--- config.mk ---
export PLATFORM = sky130hd
export DESIGN_NAME = button_conditioner
export DESIGN_NICKNAME = d
export VERILOG_FILES = /design/src/rtl/button_conditioner_pkg.sv /design/src/rtl/button_conditioner_debounce.sv /design/src/rtl/button_conditioner.sv
export SDC_FILE = /design/constraint.sdc
export NUM_CORES = 1
export LEC_CHECK = 0
export BUFFER_PORTS_ARGS = -buffer_cell sky130_fd_sc_hd__buf_4
export CAP_MARGIN = 30
export CORE_UTILIZATION = 45
export CTS_CLUSTER_SIZE = 8
export DETAILED_ROUTE_END_ITERATION = 8
export SETUP_SLACK_MARGIN = 0.15
export SYNTH_ARGS = -nofsm -noshare
export SYNTH_HDL_FRONTEND = slang
export SYNTH_SLANG_ARGS = --single-unit
--- constraint.sdc ---
create_clock -name clk -period 12.82 [get_ports clk]
set_input_delay 2.564 -clock clk [delete_from_list [all_inputs] [get_ports clk]]
set_output_delay 2.564 -clock clk [all_outputs]
set_load 0.03 [all_outputs]
--- src/rtl/button_conditioner_pkg.sv ---
// button_conditioner_pkg: button indices, navigation state encoding and default timing
package button_conditioner_pkg;
    localparam int unsigned NUM_BTN    = 5;
    localparam int unsigned BTN_CANCEL = 0;
    localparam int unsigned BTN_TEST   = 1;
    localparam int unsigned BTN_ACTIVE = 2;
    localparam int unsigned BTN_LEFT   = 3;
    localparam int unsigned BTN_RIGHT  = 4;
    localparam int unsigned DEF_DEBOUNCE_CYCLES = 1_000_000;
    localparam int unsigned DEF_HOLD_CYCLES     = 25_000_000;
    localparam int unsigned DEF_REPEAT_CYCLES   = 10_000_000;
    typedef enum logic [1:0] {
        NAV_IDLE      = 2'd0,
        NAV_HELD_WAIT = 2'd1,
        NAV_REPEAT    = 2'd2
    } nav_state_e;
endpackage

--- src/rtl/button_conditioner_debounce.sv ---
// btn_debounce: 2-flop synchroniser, counter debouncer and press/release pulser for one button.
// The *_d outputs announce the edge about to be registered so the top can act in the same cycle.
module btn_debounce
    import button_conditioner_pkg::*;
#(
    parameter bit          ACTIVE_LOW      = 1'b1,
    parameter int unsigned DEBOUNCE_CYCLES = DEF_DEBOUNCE_CYCLES
) (
    input  logic clk_i,
    input  logic rst_i,
    input  logic raw_i,
    output logic level_o,
    output logic press_o,
    output logic release_o,
    output logic rise_d_o,
    output logic fall_d_o,
    output logic level_d_o
);
    localparam int CW = $clog2(DEBOUNCE_CYCLES + 1);
    logic [1:0]    sync_q;
    logic          stable_q, stable_d, press_q, release_q, flip;
    logic [CW-1:0] cnt_q, cnt_d;
    always_comb begin
        flip     = (sync_q[1] != stable_q) && (cnt_q == CW'(DEBOUNCE_CYCLES));
        stable_d = stable_q ^ flip;
        cnt_d    = (sync_q[1] == stable_q || flip) ? '0 : cnt_q + CW'(cnt_q != CW'(DEBOUNCE_CYCLES));
    end
    // Polarity is folded in ahead of the synchroniser so reset (all zero) means released.
    always_ff @(posedge clk_i or posedge rst_i) begin
        if (rst_i) begin
            sync_q    <= '0;
            stable_q  <= 1'b0;
            cnt_q     <= '0;
            press_q   <= 1'b0;
            release_q <= 1'b0;
        end else begin
            sync_q    <= {sync_q[0], raw_i ^ ACTIVE_LOW};
            stable_q  <= stable_d;
            cnt_q     <= cnt_d;
            press_q   <= flip & ~stable_q;
            release_q <= flip & stable_q;
        end
    end
    assign level_o   = stable_q;
    assign press_o   = press_q;
    assign release_o = release_q;
    assign rise_d_o  = flip & ~stable_q;
    assign fall_d_o  = flip & stable_q;
    assign level_d_o = stable_d;
endmodule

--- src/rtl/button_conditioner.sv ---
// button_conditioner: five debounced buttons plus left/right menu stepping with auto-repeat.
module button_conditioner
    import button_conditioner_pkg::*;
#(
    parameter bit          BTN_ACTIVE_LOW  = 1'b1,
    parameter int unsigned DEBOUNCE_CYCLES = DEF_DEBOUNCE_CYCLES,
    parameter int unsigned HOLD_CYCLES     = DEF_HOLD_CYCLES,
    parameter int unsigned REPEAT_CYCLES   = DEF_REPEAT_CYCLES
) (
    input  logic       clk,
    input  logic       btn_reset,
    input  logic [4:0] btn_raw,
    output logic [4:0] btn_level,
    output logic [4:0] btn_press,
    output logic [4:0] btn_release,
    output logic [1:0] nav_step
);
    localparam int TW = $clog2((HOLD_CYCLES > REPEAT_CYCLES ? HOLD_CYCLES : REPEAT_CYCLES) + 1);
    logic [4:0] rise_d, fall_d, level_d;
    logic       both_held, unused_ok;
    for (genvar c = 0; c < NUM_BTN; c++) begin : g_btn
        btn_debounce #(
            .ACTIVE_LOW     (BTN_ACTIVE_LOW),
            .DEBOUNCE_CYCLES(DEBOUNCE_CYCLES)
        ) u_debounce (
            .clk_i    (clk),
            .rst_i    (btn_reset),
            .raw_i    (btn_raw[c]),
            .level_o  (btn_level[c]),
            .press_o  (btn_press[c]),
            .release_o(btn_release[c]),
            .rise_d_o (rise_d[c]),
            .fall_d_o (fall_d[c]),
            .level_d_o(level_d[c])
        );
    end
    assign unused_ok = ^{rise_d[2:0], fall_d[2:0], level_d[2:0]};
    // Judged on next-cycle levels so a simultaneous or overlapping press never steps.
    assign both_held = level_d[BTN_LEFT] & level_d[BTN_RIGHT];
    for (genvar g = 0; g < 2; g++) begin : g_nav
        localparam int unsigned B = (g == 0) ? BTN_LEFT : BTN_RIGHT;
        nav_state_e    state_q;
        logic [TW-1:0] timer_q;
        logic          step_q;
        always_ff @(posedge clk or posedge btn_reset) begin
            if (btn_reset) begin
                state_q <= NAV_IDLE;
                timer_q <= '0;
                step_q  <= 1'b0;
            end else if (both_held || fall_d[B]) begin
                state_q <= NAV_IDLE;
                timer_q <= '0;
                step_q  <= 1'b0;
            end else begin
                step_q <= 1'b0;
                case (state_q)
                    NAV_IDLE: begin
                        timer_q <= '0;
                        if (rise_d[B]) begin
                            state_q <= NAV_HELD_WAIT;
                            step_q  <= 1'b1;
                        end
                    end
                    NAV_HELD_WAIT: begin
                        if (timer_q == TW'(HOLD_CYCLES - 1)) begin
                            state_q <= NAV_REPEAT;
                            timer_q <= '0;
                            step_q  <= 1'b1;
                        end else begin
                            timer_q <= timer_q + TW'(timer_q != '1);
                        end
                    end
                    NAV_REPEAT: begin
                        if (timer_q == TW'(REPEAT_CYCLES - 1)) begin
                            timer_q <= '0;
                            step_q  <= 1'b1;
                        end else begin
                            timer_q <= timer_q + TW'(timer_q != '1);
                        end
                    end
                    default: begin
                        state_q <= NAV_IDLE;
                        timer_q <= '0;
                    end
                endcase
            end
        end
        assign nav_step[g] = step_q;
    end
endmodule

# Word level (Yosys, flattened, before mapping)
# Index checks and enable logic that the tools add are counted.
[word_totals]
wordCells = 147
output_inout_bits = 17
regBits = 181
[op_classes]
muxes = 31
reduce_logical = 16
bitwise = 26
n_eq_ne = 36
addsub = 7
[ops]
columns = ["cell", "n"]
rows = [
  ["$mux 25", 6],
  ["$add 20x1->20", 5],
  ["$eq 20x20->1 const B", 5],
  ["$mux 20", 5],
  ["$ne 20x20->1 const B", 5],
  ["$pmux 25 s2", 2],
  ["$add 25x1->25", 2],
  ["$eq 25x24->1 const B", 2],
  ["$eq 25x25->1 const B", 2],
  ["$ne 25x25->1 const B", 2],
  ["$mux 2", 6],
  ["$pmux 2 s3", 2],
  ["$and 1x1->1", 11],
  ["$not 1->1", 10],
  ["$mux 1", 8],
  ["$logic_or 1x1->1", 7],
  ["$ne 3x2->1 const B", 2],
  ["$ne 3x3->1 const B", 2],
  ["$pmux 1 s3", 2],
  ["$reduce_and 3->1", 2],
  ["$eq 1x1->1", 5],
  ["$logic_and 1x1->1", 5],
  ["$ne 1x1->1", 5],
  ["$xor 1x1->1", 5],
  ["4 further kinds", 8],
]

# Depth between registers and ports, before layout
# Gate-level depths: netlist (run 1).
[logic_depth]
depth_word = 7
mapped_depth = 11
ltp_nobuf = 11

# Hierarchy
# From an unflattened synthesis (run 1), not the netlist that was laid out.
[hier_totals]
cells_unflattened = 932
area_unflattened_um2 = 9278.9
[modules_own_cells]
columns = ["module", "area_each_um2", "n_inst", "cells_per_inst"]
rows = [
  ["btn_debounce", 1202.4, 5, 120],
  ["button_conditioner", 3266.9, 1, 332],
]

# Worst setup path before layout (run 1)
# Ideal clock, no wire load.
[synth_timing]
kind = "flip-flop to output port"
start = "register g_btn[3].u_debounce.stable_q"
end = "output port btn_level[3]"
path_stages_with_launch = 2
required_ns = 10.256
slack_ns = 9.676
arrival_ns = 0.580
path_buffers = 1
cell_sequence = "dfrtp_1 buf_4"
[synth_lines]
columns = ["element", "line_no", "source"]
rows = [
  ["from (decl)", "button_conditioner_debounce.sv:21", "logic stable_q, stable_d, press_q, release_q, flip;"],
  ["from (signal assigned)", "button_conditioner_debounce.sv:38", "stable_q <= stable_d;"],
  ["to (decl)", "button_conditioner.sv:13", "output logic [4:0] btn_level,"],
]
# No word-level cell between the ends.

# Worst setup path in the final report (run 1)
[layout_timing]
start = "register g_btn[3].u_debounce.stable_q"
end = "output port btn_level[3]"
# No word-level cell between the ends.

==> results of run 1 <==
logic make-up (layout without fill, tap and decap cells):
group / count (synthesis) / in the layout / synth area share [%]
fa+ha+maj: 26 / 26 / 3.58
simple gates: 474 / 474 / 26.4
buf+inv: 64 / 89 / 3.70
xor+xnor: 140 / 140 / 13.5
mux: 4 / 4 / 0.496
flops: 181 / 181 / 49.8
compound gates: 24 / 24 / 2.44
per-layer routing:
metal / routed length [um] / up-vias
li1: - / 3133
met1: 8040 / 2988
met2: 7830 / 50
met3: 382 / 14
met4: 195 / 0
met5: 0 / -
worst min-delay path by stage:
stage,cells after the start,end,start
finish,0,g_btn[1].u_debounce.sync_q[1]$_DFF_PP0_,g_btn[1].u_debounce.sync_q[0]$_DFF_PP0_
global route,0,g_btn[4].u_debounce.sync_q[1]$_DFF_PP0_,g_btn[4].u_debounce.sync_q[0]$_DFF_PP0_
CTS,0,g_btn[2].u_debounce.sync_q[1]$_DFF_PP0_,g_btn[2].u_debounce.sync_q[0]$_DFF_PP0_
detailed placement,0,g_btn[2].u_debounce.sync_q[1]$_DFF_PP0_,g_btn[2].u_debounce.sync_q[0]$_DFF_PP0_
global placement,0,g_btn[2].u_debounce.sync_q[1]$_DFF_PP0_,g_btn[2].u_debounce.sync_q[0]$_DFF_PP0_
floorplan,0,g_btn[0].u_debounce.sync_q[1]$_DFF_PP0_,g_btn[0].u_debounce.sync_q[0]$_DFF_PP0_
metrics by stage:
step | setup WS (ns) | instances
global placement | 8.52 | 1172
detailed placement | 8.51 | 1173
floorplan | 5.34 | 913
CTS | 8.99 | 1202
global route | 9.11 | 1203
finish | 9.16 | 1203
cell type report:
| type | count | share of cell area, % |
|---|---|---|
| Tap cell | 265 | 3.30 |
| Multi-Input combinational cell | 668 | 42.0 |
| Clock inverter | 7 | 0.960 |
| Sequential cell | 181 | 45.1 |
| Clock buffer | 22 | 4.92 |
| Inverter | 32 | 1.27 |
| Timing Repair Buffer | 28 | 2.37 |
placed cells by master, fill, tap and decap left out, drive strengths merged, types with 13 or more instances in the layout:
master / n
nand4: 45
dfrtp: 181
inv: 33
xor2: 78
buf: 28
xnor2: 62
and3: 28
nor2: 174
nor4: 13
and4: 17
nand3: 62
ha: 26
nand2: 58
nor3: 31
clkbuf: 22
power breakdown:
group | total [uW] | internal (uW) | switching, uW
combinational | 30.4 | 8.93 | 21.5
clock | 525 | 310 | 215
sequential | 582 | 576 | 5.67
registers in the layout, summed over array words and instances, names as in the netlist, named ones only:
register and count:
g_nav.step_q 2, g_btn.u_debounce.sync_q 10, g_nav.timer_q 50, g_btn.u_debounce.release_o 5, g_btn.u_debounce.cnt_q 100, g_btn.u_debounce.press_o 5
g_btn.u_debounce.level_o 2, g_nav.state_q 4
==> flow_metrics.tcl, run 1 <==
set metrics [dict create \
    status "complete, no violations" \
    yosys-top-cells-area "dfrtp_1, xor2_1, nor2_1" \
    cp_num_buf_inv 1 \
    crit_path_end_kind "output port" \
    multi_input_area_um2 4220 \
    worst_slew_pin_slew_ns 0.878 \
    dieArea_um2 20800 \
    whs_ns 0.348 \
    rsz0062_at_grt "false" \
    rows 51 \
    synth_edf_count 0 \
    use_met1_pct 23.4 \
    ys_warn_count 0 \
    power_density_nw_per_um2 113 \
    cellLeakagePower_uw 0.00423 \
    crit_family "flip-flops" \
    final_area_um2 10000 \
    grt_start_max_net_pins 106 \
    grt-busiest-layer "met2" \
    synth_ff_type "dfrtp_1" \
    cp.arrival_ns 1.10 \
    place_congestion 0.766 \
    slowest_delay_ns 0.47 \
    dr.pass1.iters 5 \
    use_met2_pct 28.0 \
    maxCapViolCount 0 \
    slew_violations 0 \
    dp_hpwl_um 10800 \
    setup_viol 0 \
    placed_area_um2 9420 \
    synth_area_um2 9090 \
    cts_buffer_depth 2 \
    fp.coreArea_um2 19700 \
    final.setup.tns_ns 0 \
    synth_most_common_cell "dfrtp_1" \
    timing.slew.headroom_pct 41.0 \
    crit_end "btn_level[3]" \
    fin_crit_ns 3.66 \
    critPathSlowestCell "dfrtp_1" \
    timing.rr.start "g_btn[4].u_debounce.cnt_q[10]$_DFF_PP0_" \
    syn_area_per_cell_um2 9.95 \
    path_depth 1 \
    drive_gt1_share_pct 7.78 \
    place.port_buffers 23 \
    fillers 1869 \
    cts_tree "done" \
    clock_latency_ns 0.42 \
    cp_max_fo 6 \
    hold_class "flip-flop to flip-flop" \
    ys_async_sr_fraction_pct 100 \
    clock-skew-final_ns 0.00795 \
    wl_um 16400 \
    diodes 0 \
    crit_chain "buf_4" \
    syn_to_final_growth_pct 10.5 \
    ys_seq_elements 181 \
    htreeDepth 4 \
    synth_nets 946 \
    floorplan.die.height_um 144 \
    clkTransAtPathRegs_ns 0.06 \
    grt_pass1_wl_um 28700 \
    total_power_uw 1140 \
    antenna_found_initial 0 \
    finalCritPeriodShare_pct 28.6 \
    ff_latch_area_um2 4530 \
    synth_commonest_cells "dfrtp_1, nor2_1, xor2_1" \
    numCtsBuffers 17 \
    ios 24 \
    use_met3_pct 4.01 \
    rrSetupSlack_ns 9.60 \
    post_cts_resized 0 \
    path_class "flip-flop to output port" \
    ys_types 51 \
    yosysTopAreaCell "dfrtp_1" \
    drc 0 \
    post_drt_wl_per_cell_um 13.7 \
    grt_overflow 0 \
    grt_pass1_vias 6059 \
    via_per_inst 5.14 \
    via_count 6185 \
    postCtsSetupRepairBufs 0 \
    cp-startpoint "g_btn[3].u_debounce.level_o$_DFF_PP0_" \
    netlist_instances 913 \
    cts_root_buf "clkbuf_16" \
    yosysSeqAreaShare_pct 49.8 \
    cts_sinks 181 \
    nNetsFinal 961 \
    post-route-util_pct 51.1 \
    r2r_end "g_nav[1].timer_q[10]$_DFF_PP0_" \
    antenna_left 0 \
    ff2ff_path_depth 10 \
    irDropWorstVdd_uv 82.0 \
    hold_buffers 0 \
    initial_core_util_pct 46.2 \
    fp.dieW_um 144 \
    synth_top_area_share_pct 49.8 \
    hold_viol_final 0 \
    max_freq_ghz 0.273 \
    startpoint_type "flip-flop" \
    grt_usage_pct 17.5 \
    drt_iter0_drc 226 \
    required_ns 10.26 \
]
Note: power is estimated with default switching activity, not from simulation.
==> run 2, diff against run 1 <==
==> constraint.sdc (replaced) <==
create_clock -name clk -period 2.95 [get_ports clk]
set_input_delay 0.59 -clock clk [delete_from_list [all_inputs] [get_ports clk]]
set_output_delay 0.59 -clock clk [all_outputs]
set_load 0.03 [all_outputs]
==> run 2 against run 1 <==
Net effect: setup slack worse by 9.0 ns; clock power grew to 4.4 times the previous value; clock-buffer cell count decreased by 4; sequential share of layout area fell by 1.5 points; hold slack worse by 0.062 ns; sequential cell count did not move; global-route usage is 0.59 points higher; core utilization increased by 1.8 points; non-clock buffer count is 22 higher; cell count increased by 2.3%; via count is 3.1% higher; wire length increased by 3.7%; critical endpoint is now g_nav[1].state_q[1]$_DFFE_PP0P_; largest cell class unchanged.
==> flow_metrics.tcl, run 2 (synthesis gave the netlist of run 1 again) <==
set metrics [dict create \
    path_class "flip-flop to flip-flop" \
    rrSetupSlack_ns 0.17 \
    cp.arrival_ns 3.14 \
    post-route-util_pct 52.9 \
    grt_usage_pct 18.0 \
    maxCapViolCount 0 \
    hold_viol_final 0 \
    fin_crit_ns 2.78 \
    swShare_pct 22.2 \
    dieArea_um2 20800 \
    seqPwrFrac_pct 50.6 \
    routed.top_layer "met4" \
    nNetsFinal 986 \
    clock-skew-final_ns 0.00877 \
    htreeDepth 4 \
    via_per_inst 5.18 \
    rsz0062_at_grt "true" \
    placed_area_um2 9580 \
    drive_gt1_share_pct 12.1 \
    hold_buffers 0 \
    grt_start_max_net_pins 112 \
    grt_overflow 0 \
    drt_iter0_drc 276 \
    antenna_found_initial 0 \
    crit_path_end_kind "flip-flop" \
    fp.coreArea_um2 19700 \
    timing.slew.headroom_pct 52.6 \
    clock_power_share_pct 46.6 \
    worst_slew_pin_slew_ns 0.705 \
    ios 24 \
    fp.dieW_um 144 \
    largest_reg_flops 100 \
    power_density_nw_per_um2 481 \
    place_congestion 0.781 \
    cts_buffer_depth 2 \
    p_int_uw 3890 \
    antenna_left 0 \
    switchingPower_uw 1110 \
    final.setup.tns_ns 0 \
    cp_max_fo 5 \
    slew_violations 0 \
    cp-startpoint "g_btn[4].u_debounce.cnt_q[11]$_DFF_PP0_" \
    fillers 1830 \
    initial_core_util_pct 46.2 \
    dp_hpwl_um 10700 \
    clock_latency_ns 0.43 \
    syn_to_final_growth_pct 14.4 \
    final_area_um2 10400 \
    finalWorstSetupSlack_ns 0.168 \
    final_cell_mix "dfrtp_1, nor2_1, xor2_1" \
    status "complete, no violations" \
    crit_end "g_nav[1].state_q[1]$_DFFE_PP0P_" \
    diodes 0 \
    grt_pass1_vias 6206 \
    place_ws_ns -0.0837 \
    grt_pass1_wl_um 29600 \
    clkTransAtPathRegs_ns 0.07 \
    cts_tree "done" \
    reg.largest.list "g_btn.u_debounce.cnt_q x100, g_nav.timer_q x50, g_btn.u_debounce.sync_q x10" \
    dr.pass1.iters 4 \
    cellLeakagePower_uw 0.00435 \
    max_freq_ghz 0.360 \
    layout_commonest_cell "dfrtp_1" \
    post_drt_wl_per_cell_um 13.9 \
    timing.rr.start "g_btn[4].u_debounce.cnt_q[11]$_DFF_PP0_" \
    wl_met1_um 8340 \
    cts_root_buf "clkbuf_16" \
    power_frac_comb_pct 2.8 \
    dr_wl_met3_um 400 \
    finalCritPeriodShare_pct 94.3 \
    cts_sinks 181 \
    wl_met2_um 8040 \
    ff2ff_path_depth 11 \
    setup_viol 0 \
    irDropWorstVdd_uv 388 \
    via_count 6375 \
    rows 51 \
    regMostFlops "g_btn.u_debounce.cnt_q" \
    startpoint_type "flip-flop" \
    place.port_buffers 23 \
    floorplan.die.height_um 144 \
    wl_um 17100 \
    r2r_end "g_nav[1].state_q[1]$_DFFE_PP0P_" \
    required_ns 3.30 \
    drc 0 \
    numCtsBuffers 17 \
    hold_class "input pin to asynchronous set/reset pin" \
]
## run 2: changes by cell type in the layout (fill, tap and decap cells not counted), moves of 3 or more
cell	delta
buf_12	+3
buf_4	+20
clkbuf_8	-5
clkinv_4	+3
o211ai_4	+3
## run 2: how the worst min path moves through the flow
| stage | end | slack, ns | depth (start not counted) |
|---|---|---|---|
| after global placement | g_btn[1].u_debounce.sync_q[1]$_DFF_PP0_ | 0.33 | 0 |
| after floorplan | g_btn[0].u_debounce.sync_q[1]$_DFF_PP0_ | 0.33 | 0 |
| after detailed placement | g_btn[1].u_debounce.sync_q[1]$_DFF_PP0_ | 0.34 | 0 |
| final | g_btn[2].u_debounce.cnt_q[10]$_DFF_PP0_ | 0.29 | 3 |
| after global routing | g_btn[1].u_debounce.sync_q[0]$_DFF_PP0_ | 0.28 | 2 |
| after CTS | g_btn[1].u_debounce.sync_q[0]$_DFF_PP0_ | 0.27 | 2 |
## run 2: through the flow
stage          cells  hold slack [ns]  power [uW]
4_1_cts         1227            0.267        5080
6_report        1231            0.287        5000
3_5_place_dp    1191            0.336        2720
3_3_place_gp    1191            0.331        2720
5_1_grt         1231            0.276        5200
2_1_floorplan    913            0.331        2670
## run 2: timing repair
action,4_1_cts,5_1_grt
cloned,2,1
buffers inserted,2,3
pin swaps,3,30
resized for setup,4,21
endpoints found under the setup margin,28,61
## run 2: layer usage
metal | up-vias | global-route usage, %
met2 | 68 | 28.1
li1 | 3203 | -
met4 | 0 | 7.61
met3 | 21 | 3.58
met1 | 3083 | 24.4
met5 | - | 0
## run 2: layout make-up
type	count	area (um2)	share of cell area, %
Inverter	32	124	1.19
Timing Repair Buffer	50	417	4.01
Clock inverter	14	175	1.69
Sequential cell	181	4530	43.6
Tap cell	265	332	3.19
Multi-Input combinational cell	671	4390	42.2
Clock buffer	18	429	4.13
## run 2: power groups by stage
stage	combinational [uW]	sequential, uW	clock [uW]
after floorplan	97.6	2570	0
after global placement	142	2580	0
after detailed placement	142	2580	0
after CTS	143	2530	2410
after global routing	164	2530	2500
final	140	2530	2330
## run 2: worst max-delay path: stages, from the launching register on
cell and delay (ns):
dfrtp_1 0.38, or4_4 0.55, nor4_4 0.23, nand4_1 0.17, nor2b_2 0.16, ha_1 0.18, inv_2 0.04, and4_4 0.17
a2111oi_4 0.34, buf_6 0.21, buf_4 0.13, a21boi_1 0.15
